`src/rtl/inst_prefetch_unit.sv`:
```
// Instruction prefetch front end: keeps up to DEPTH fetches outstanding, buffers returned
// words in an in-order FIFO for decode, and flushes on redirect while discarding stale responses.
module inst_prefetch_unit #(
  parameter int unsigned DEPTH    = 4,
  parameter logic [31:0] RESET_PC = 32'h0,
  parameter int unsigned CW       = $clog2(DEPTH + 1)
) (
  input  logic          clk,
  input  logic          rst,
  output logic          inst_req_valid,
  input  logic          inst_req_ready,
  output logic [31:0]   pc_req,
  input  logic [31:0]   instruction,
  input  logic          inst_valid,
  output logic          inst_ready,
  input  logic          redirect,
  input  logic [31:0]   redirect_pc,
  output logic          out_valid,
  output logic [31:0]   out_inst,
  output logic [31:0]   out_pc,
  input  logic          out_ready,
  output logic [CW-1:0] occupancy,
  output logic [31:0]   perf_issue_cnt,
  output logic [31:0]   perf_drop_cnt
);

  localparam int unsigned AW = (DEPTH > 1) ? $clog2(DEPTH) : 1;
  localparam logic [CW:0] CREDIT = (CW + 1)'(DEPTH);

  logic [31:0]   fetch_pc_q, fetch_pc_d;
  logic [31:0]   resp_pc_q, resp_pc_d;
  logic [CW-1:0] inflight_q, inflight_d;
  logic [CW-1:0] stale_q, stale_d;
  logic [CW-1:0] count_q, count_d;
  logic [AW-1:0] rd_ptr_q, rd_ptr_d;
  logic [AW-1:0] wr_ptr_q, wr_ptr_d;
  logic [31:0]   issue_q, issue_d;
  logic [31:0]   drop_q, drop_d;
  logic [31:0]   fifo_inst_q [DEPTH];
  logic [31:0]   fifo_pc_q   [DEPTH];

  logic          req_fire, resp_fire, stale_hit, push, pop, drop;
  logic [CW:0]   credit_used;
  logic [31:0]   redirect_pc_aligned;

  assign credit_used         = {1'b0, count_q} + {1'b0, inflight_q};
  assign redirect_pc_aligned = {redirect_pc[31:2], 2'b00};

  assign inst_req_valid = !rst && (credit_used < CREDIT);
  assign pc_req         = fetch_pc_q;
  assign inst_ready     = !rst;
  assign out_valid      = (count_q != '0);
  assign out_inst       = fifo_inst_q[rd_ptr_q];
  assign out_pc         = fifo_pc_q[rd_ptr_q];
  assign occupancy      = count_q;
  assign perf_issue_cnt = issue_q;
  assign perf_drop_cnt  = drop_q;

  assign req_fire  = inst_req_valid && inst_req_ready;
  assign resp_fire = inst_valid && inst_ready;
  assign stale_hit = (stale_q != '0);
  // A response landing in the redirect cycle belongs to the old stream, so it is dropped too.
  assign drop      = resp_fire && (stale_hit || redirect);
  assign push      = resp_fire && !stale_hit && !redirect;
  assign pop       = out_valid && out_ready && !redirect;

  always_comb begin
    fetch_pc_d = fetch_pc_q;
    resp_pc_d  = resp_pc_q;
    stale_d    = stale_q;
    rd_ptr_d   = rd_ptr_q;
    wr_ptr_d   = wr_ptr_q;
    issue_d    = issue_q;
    drop_d     = drop_q;
    inflight_d = inflight_q + CW'(req_fire) - CW'(resp_fire);
    count_d    = count_q + CW'(push) - CW'(pop);

    if (req_fire) begin
      fetch_pc_d = fetch_pc_q + 32'd4;
      issue_d    = issue_q + 32'd1;
    end
    if (drop) drop_d = drop_q + 32'd1;
    if (resp_fire && stale_hit) stale_d = stale_q - CW'(1);
    if (push) begin
      wr_ptr_d  = wr_ptr_q + AW'(1);
      resp_pc_d = resp_pc_q + 32'd4;
    end
    if (pop) rd_ptr_d = rd_ptr_q + AW'(1);

    // Everything still outstanding after this cycle was fetched for the old stream.
    if (redirect) begin
      fetch_pc_d = redirect_pc_aligned;
      resp_pc_d  = redirect_pc_aligned;
      stale_d    = inflight_d;
      rd_ptr_d   = '0;
      wr_ptr_d   = '0;
      count_d    = '0;
    end
  end

  always_ff @(posedge clk) begin
    if (rst) begin
      fetch_pc_q <= RESET_PC;
      resp_pc_q  <= RESET_PC;
      inflight_q <= '0;
      stale_q    <= '0;
      count_q    <= '0;
      rd_ptr_q   <= '0;
      wr_ptr_q   <= '0;
      issue_q    <= '0;
      drop_q     <= '0;
    end else begin
      fetch_pc_q <= fetch_pc_d;
      resp_pc_q  <= resp_pc_d;
      inflight_q <= inflight_d;
      stale_q    <= stale_d;
      count_q    <= count_d;
      rd_ptr_q   <= rd_ptr_d;
      wr_ptr_q   <= wr_ptr_d;
      issue_q    <= issue_d;
      drop_q     <= drop_d;
    end
  end

  always_ff @(posedge clk) begin
    if (push) begin
      fifo_inst_q[wr_ptr_q] <= instruction;
      fifo_pc_q[wr_ptr_q]   <= resp_pc_q;
    end
  end

endmodule
```
`config.mk`:
```
export PLATFORM = sky130hd
export DESIGN_NAME = inst_prefetch_unit
export DESIGN_NICKNAME = d
export VERILOG_FILES = /design/src/rtl/inst_prefetch_unit.sv
export SDC_FILE = /design/constraint.sdc
export NUM_CORES = 1
export LEC_CHECK = 0
export ABC_CLOCK_PERIOD_IN_PS = 5800
export CORE_ASPECT_RATIO = 0.8
export CORE_UTILIZATION = 59
export DETAILED_ROUTE_END_ITERATION = 16
export PLACE_DENSITY = 0.95
export REMOVE_ABC_BUFFERS = 1
export SYNTH_ARGS = -nofsm -noshare
export SYNTH_HDL_FRONTEND = slang
export SYNTH_SLANG_ARGS = --single-unit
```
`constraint.sdc`:
```
create_clock -name clk -period 5.8 [get_ports clk]
set_input_delay 1.16 -clock clk [delete_from_list [all_inputs] [get_ports clk]]
set_output_delay 1.16 -clock clk [all_outputs]
set_load 0.01 [all_outputs]
```
; ---- Yosys cells after proc, flatten, opt, wreduce, memory -nomap -nowiden
; Memory sizes are Yosys's and may differ from the RTL's. A register that Yosys moved wholly into a read port is not among the register bits.
; Index checks and enable logic that the tools add are counted.
[totals]
ramBits = 256
input_bits = 70
output_inout_bits = 166
word_cells = 57
mem_count = 2
reg_bits = 141
[op_classes]
n_addsub = 12
n_reduce_logical = 19
mux = 12
magnitude_cmp = 1
[mem_list]
columns = memory, words, word_bits, rd, rd_ports_with_merged_regs, write_ports, line
row1 = fifo_inst_q, 4, 32, 1, 1, 1, 39  ; logic [31:0] fifo_inst_q [DEPTH];
row2 = fifo_pc_q, 4, 32, 1, 1, 1, 40  ; logic [31:0] fifo_pc_q [DEPTH];
[op_table]
columns = op, count
row1 = 32-bit two-way mux, 4
row2 = 32-bit by 1-bit adder with 32-bit output (second input constant), 2
row3 = 32-bit by 3-bit adder with 32-bit output (second input constant), 2
row4 = 1-bit logical AND, 9
row5 = 2-bit two-way mux, 4
row6 = 3-bit by 1-bit adder with 3-bit output, 2
row7 = 3-bit two-way mux, 2
row8 = 2-bit nonzero test, 3
row9 = 3-bit nonzero test, 2
row10 = 3-bit by 1-bit subtractor with 3-bit output, 2
row11 = 2-bit by 1-bit adder with 2-bit output (second input constant), 2
row12 = 3-bit by 3-bit adder with 4-bit output, 1
row13 = 4-bit by 3-bit less-than comparator with 1-bit output (second input constant), 1
row14 = 1-bit logical NOT, 3
row15 = 3-bit by 1-bit subtractor with 3-bit output (second input constant), 1
row16 = 1-bit two-way mux, 2
row17 = 2-bit OR reduction, 1
row18 = 1-bit logical OR, 1

; ---- Logic depth before layout (Yosys ltp)
[logic_depth]
depth_word = 7
depth_mapped = 13
depth_no_buf = 12

; ---- Least setup slack after synthesis
; No wires, ideal clock.
[synth_path]
path_type = input to register
start = in rst
end = mem fifo_inst_q[0][0] (enable)
cell_stages = 5
required_ns = 5.373
slack_ns = 1.806
arrival_time_ns = 3.567
path_buffers = 3
cell_sequence = buf_6 > nor4bb_1 > clkbuf_1 > clkbuf_1 > and3_1
[synth_via]
elab_chain_len = 6
[synth_rtl]
columns = item, line
row1 = from (decl), 9  ; input logic rst,
row2 = 1-bit logical NOT, 51  ; assign inst_ready = !rst;
row3 = 1-bit logical AND, 60  ; assign resp_fire = inst_valid && inst_ready;
row4 = 1-bit logical AND (2 in series), 64  ; assign push = resp_fire && !stale_hit && !redirect;
row5 = 1-bit two-way mux, 126  ; if (push) begin
row6 = 1-bit two-way mux (not written as such), 127  ; fifo_inst_q[wr_ptr_q] <= instruction;
row7 = to (decl), 39
; No other way between the ends.

==> results.cfg <==
[timing]
worst_pin_slew_ns = 1.13
max_freq_ghz = 0.239
drv_slew = 0
setup_violations = 0
finalHoldViolCount = 0
min_period_ns = 4.19
tns_ns = 0
rsz0062_at_grt = no
slew_headroom = 0.245
post-route-period-util = 0.723
fin_skew_ns = 0.0183

[placement]
hpwl_um = 27300
place_inst = 1766
portBuffers = 229
place_area_um2 = 19100
place_congestion = 0.915

[synth]
synth_edf_count = 248
synthCells = 1232
ys.flop_type = edfxtp_1
netlist_area_um2 = 16500
synth_cell_types = 61
async_flop_share = 0
synth-seq-area-share = 0.619
synth.avg_cell_area_um2 = 13.4
ys_warn_count = 0
ys_seq_elements = 387

[worst_setup_path]
rr_worst_depth = 11
arrival_ns = 3.03
crit_required_ns = 4.64
critPathMaxFanout = 43
crit-reg2reg-launch = occupancy[2]
reg2reg_to = stale_q[2]
reg2reg_setup_slack_ns = 2.62
crit_type = flip-flop to output pin
start_kind = flip-flop
critPathCaptureType = output pin

[cts]
root_buffer = clkbuf_16
cts.reportedPaths.clkPinSlew_ns = 0.06
cts_resized = 0
hold_buffers = 0
cts_buffer_depth = 3
htreeDepth = 2
cts_sinks = 387
clk-insertion-delay-late_ns = 0.54
post_cts_buffers = 0
cts_buffers = 38
cts_tree = yes

[die]
io_pins = 236
die_area_um2 = 28700
die-height_um = 152
start_util = 0.603
row_count = 54
core_region_area_um2 = 27400
dieWidth_um = 189

[routing]
drt_iter0_markers = 1487
viasPerCell = 6.61
drt-total-wl_um = 43700
dr.pass1.iters = 6
route.detailed.drc = 0
ant_nets = 0
avgRoutedWirePerCell_um = 23.9
vias = 12113

[power]
clkPwrFrac = 0.412
p_int_mw = 4.62
p_total_mw = 5.98
p_leak_nw = 6.38
ir_worst_vdd_mv = 0.285
switching_share = 0.227
comb_power_share = 0.073
p_sw_mw = 1.35
seqPwrFrac = 0.516
power_density_nw_per_um2 = 294

[final_layout]
fill_cells = 1657
syn_to_final_growth_pct = 22.9
stdcell_count = 1832
final_cell_mix = edfxtp_1, clkdlybuf4s50_1, dfxtp_1
multi_input_area_um2 = 5880
final_util = 0.742
final_layout_size_suffix_gt1_frac = 0.106
mostFrequentLayoutCell = edfxtp_1
design_area_um2 = 20300
seqCellArea_um2 = 10200
final_nets = 1530

[job]
maxCapViolations = 0

[hold_path]
hp-class = flip-flop to flip-flop
worstHoldStart = perf_drop_cnt[1]
hold_end = perf_drop_cnt[1]
hold_depth = 2

[global_routing]
grt_use_total = 0.302
grt_pass1_vias = 11540
grt_pass1_wl_um = 66600
gr-max-usage-layer = met2
antenna_found_initial = 2
overflow = 0
use_met2 = 0.527
use_met1 = 0.377
use_met3 = 0.0689
grt_max_degree = 63

[outcome]
status = complete, no violations
## metal layers
metal | vias to the layer above | wire length, µm | part of all wire
li1 | 5322 | - | -
met2 | 742 | 21900 | 0.50
met4 | 2 | 1390 | 0.032
met5 | - | 13 | 0.00030
met1 | 5918 | 16000 | 0.36
met3 | 129 | 4430 | 0.10
## cell families after synthesis
group,count (synthesis),share of synthesized area
compound gates,221,0.0939
fa+ha+maj,18,0.0145
mux,74,0.0925
other cells,1,0.000227
flops,387,0.619
simple gates,396,0.138
buf+inv,106,0.0260
xor+xnor,29,0.0154
## power groups by stage
stage / clock [mW] / combinational, mW / sequential [mW]
2_1_floorplan: 0 / 0.197 / 3.12
3_5_place_dp: 0 / 0.424 / 3.13
5_1_grt: 2.58 / 0.469 / 3.09
4_1_cts: 2.48 / 0.431 / 3.08
3_3_place_gp: 0 / 0.405 / 3.12
6_report: 2.46 / 0.435 / 3.08
## cells in the mapped netlist, types with 5 or more instances
cell type,instances,area share
o31ai_1,41,0.019
or4_1,44,0.020
ha_1,16,0.012
o21a_1,26,0.012
or3_1,20,0.0076
nor4_1,40,0.015
and2_1,8,0.0030
nand4_1,42,0.016
a211oi_1,16,0.0073
a21oi_1,45,0.014
clkbuf_1,57,0.013
dfxtp_1,139,0.17
edfxtp_1,248,0.45
xnor2_1,21,0.011
and4_1,19,0.010
a211o_1,5,0.0027
a31oi_1,6,0.0023
and3_1,20,0.0076
o311ai_0,6,0.0032
a21boi_0,13,0.0059
xor2_1,8,0.0042
mux4_2,62,0.085
nor2b_1,13,0.0049
or2_2,5,0.0019
inv_1,29,0.0066
nor3_1,25,0.0076
nand2_1,58,0.013
o21ai_0,22,0.0067
o31a_1,22,0.012
buf_1,12,0.0027
nand3_1,38,0.012
mux2_2,9,0.0061
nor2_1,47,0.011
## final cells by class
cell class                 instances  share of cell area
inverter                          30             0.00555
tap                              364              0.0224
clock inverter                    16              0.0113
sequential                       387               0.504
clock buffer                      49              0.0494
multi-input combinational        742               0.289
timing repair buffer             243               0.118
antenna                            1            0.000123
## metrics by stage
stage	worst slack [ns]	hold slack [ns]
final	1.61	0.507
after floorplan	1.31	0.466
after CTS	1.59	0.509
after global routing	1.53	0.532
after global placement	1.71	0.480
after detailed placement	1.65	0.492
## critical path, cell delays in order (launching register included)
cell	delay, ns
dfxtp_2	1.08
buf_4	0.46
mux4_2	0.38
clkdlybuf4s50_1	0.56
## registers in the layout, indices dropped and copies added, names as in the netlist, named ones only
| name | cells |
|---|---|
| resp_pc_q | 30 |
| inflight_q | 3 |
| perf_drop_cnt | 32 |
| wr_ptr_q | 2 |
| fifo_inst_q | 128 |
| rd_ptr_q | 2 |
| fifo_pc_q | 120 |
| stale_q | 3 |
| occupancy | 3 |
| perf_issue_cnt | 32 |
| pc_req | 30 |
## how the worst max path moves through the flow
stage                         start          end  slack (ns)  cells after the start
after floorplan           flip-flop  out_inst[0]        1.31                      1
after global placement          rst   stale_q[2]        1.71                     11
after detailed placement        rst   stale_q[2]        1.65                     11
after CTS                 flip-flop   out_pc[18]        1.59                      3
after global routing      flip-flop   out_pc[18]        1.53                      3
final                     flip-flop   out_pc[18]        1.61                      3
Note: power is estimated with default switching activity, not from simulation.
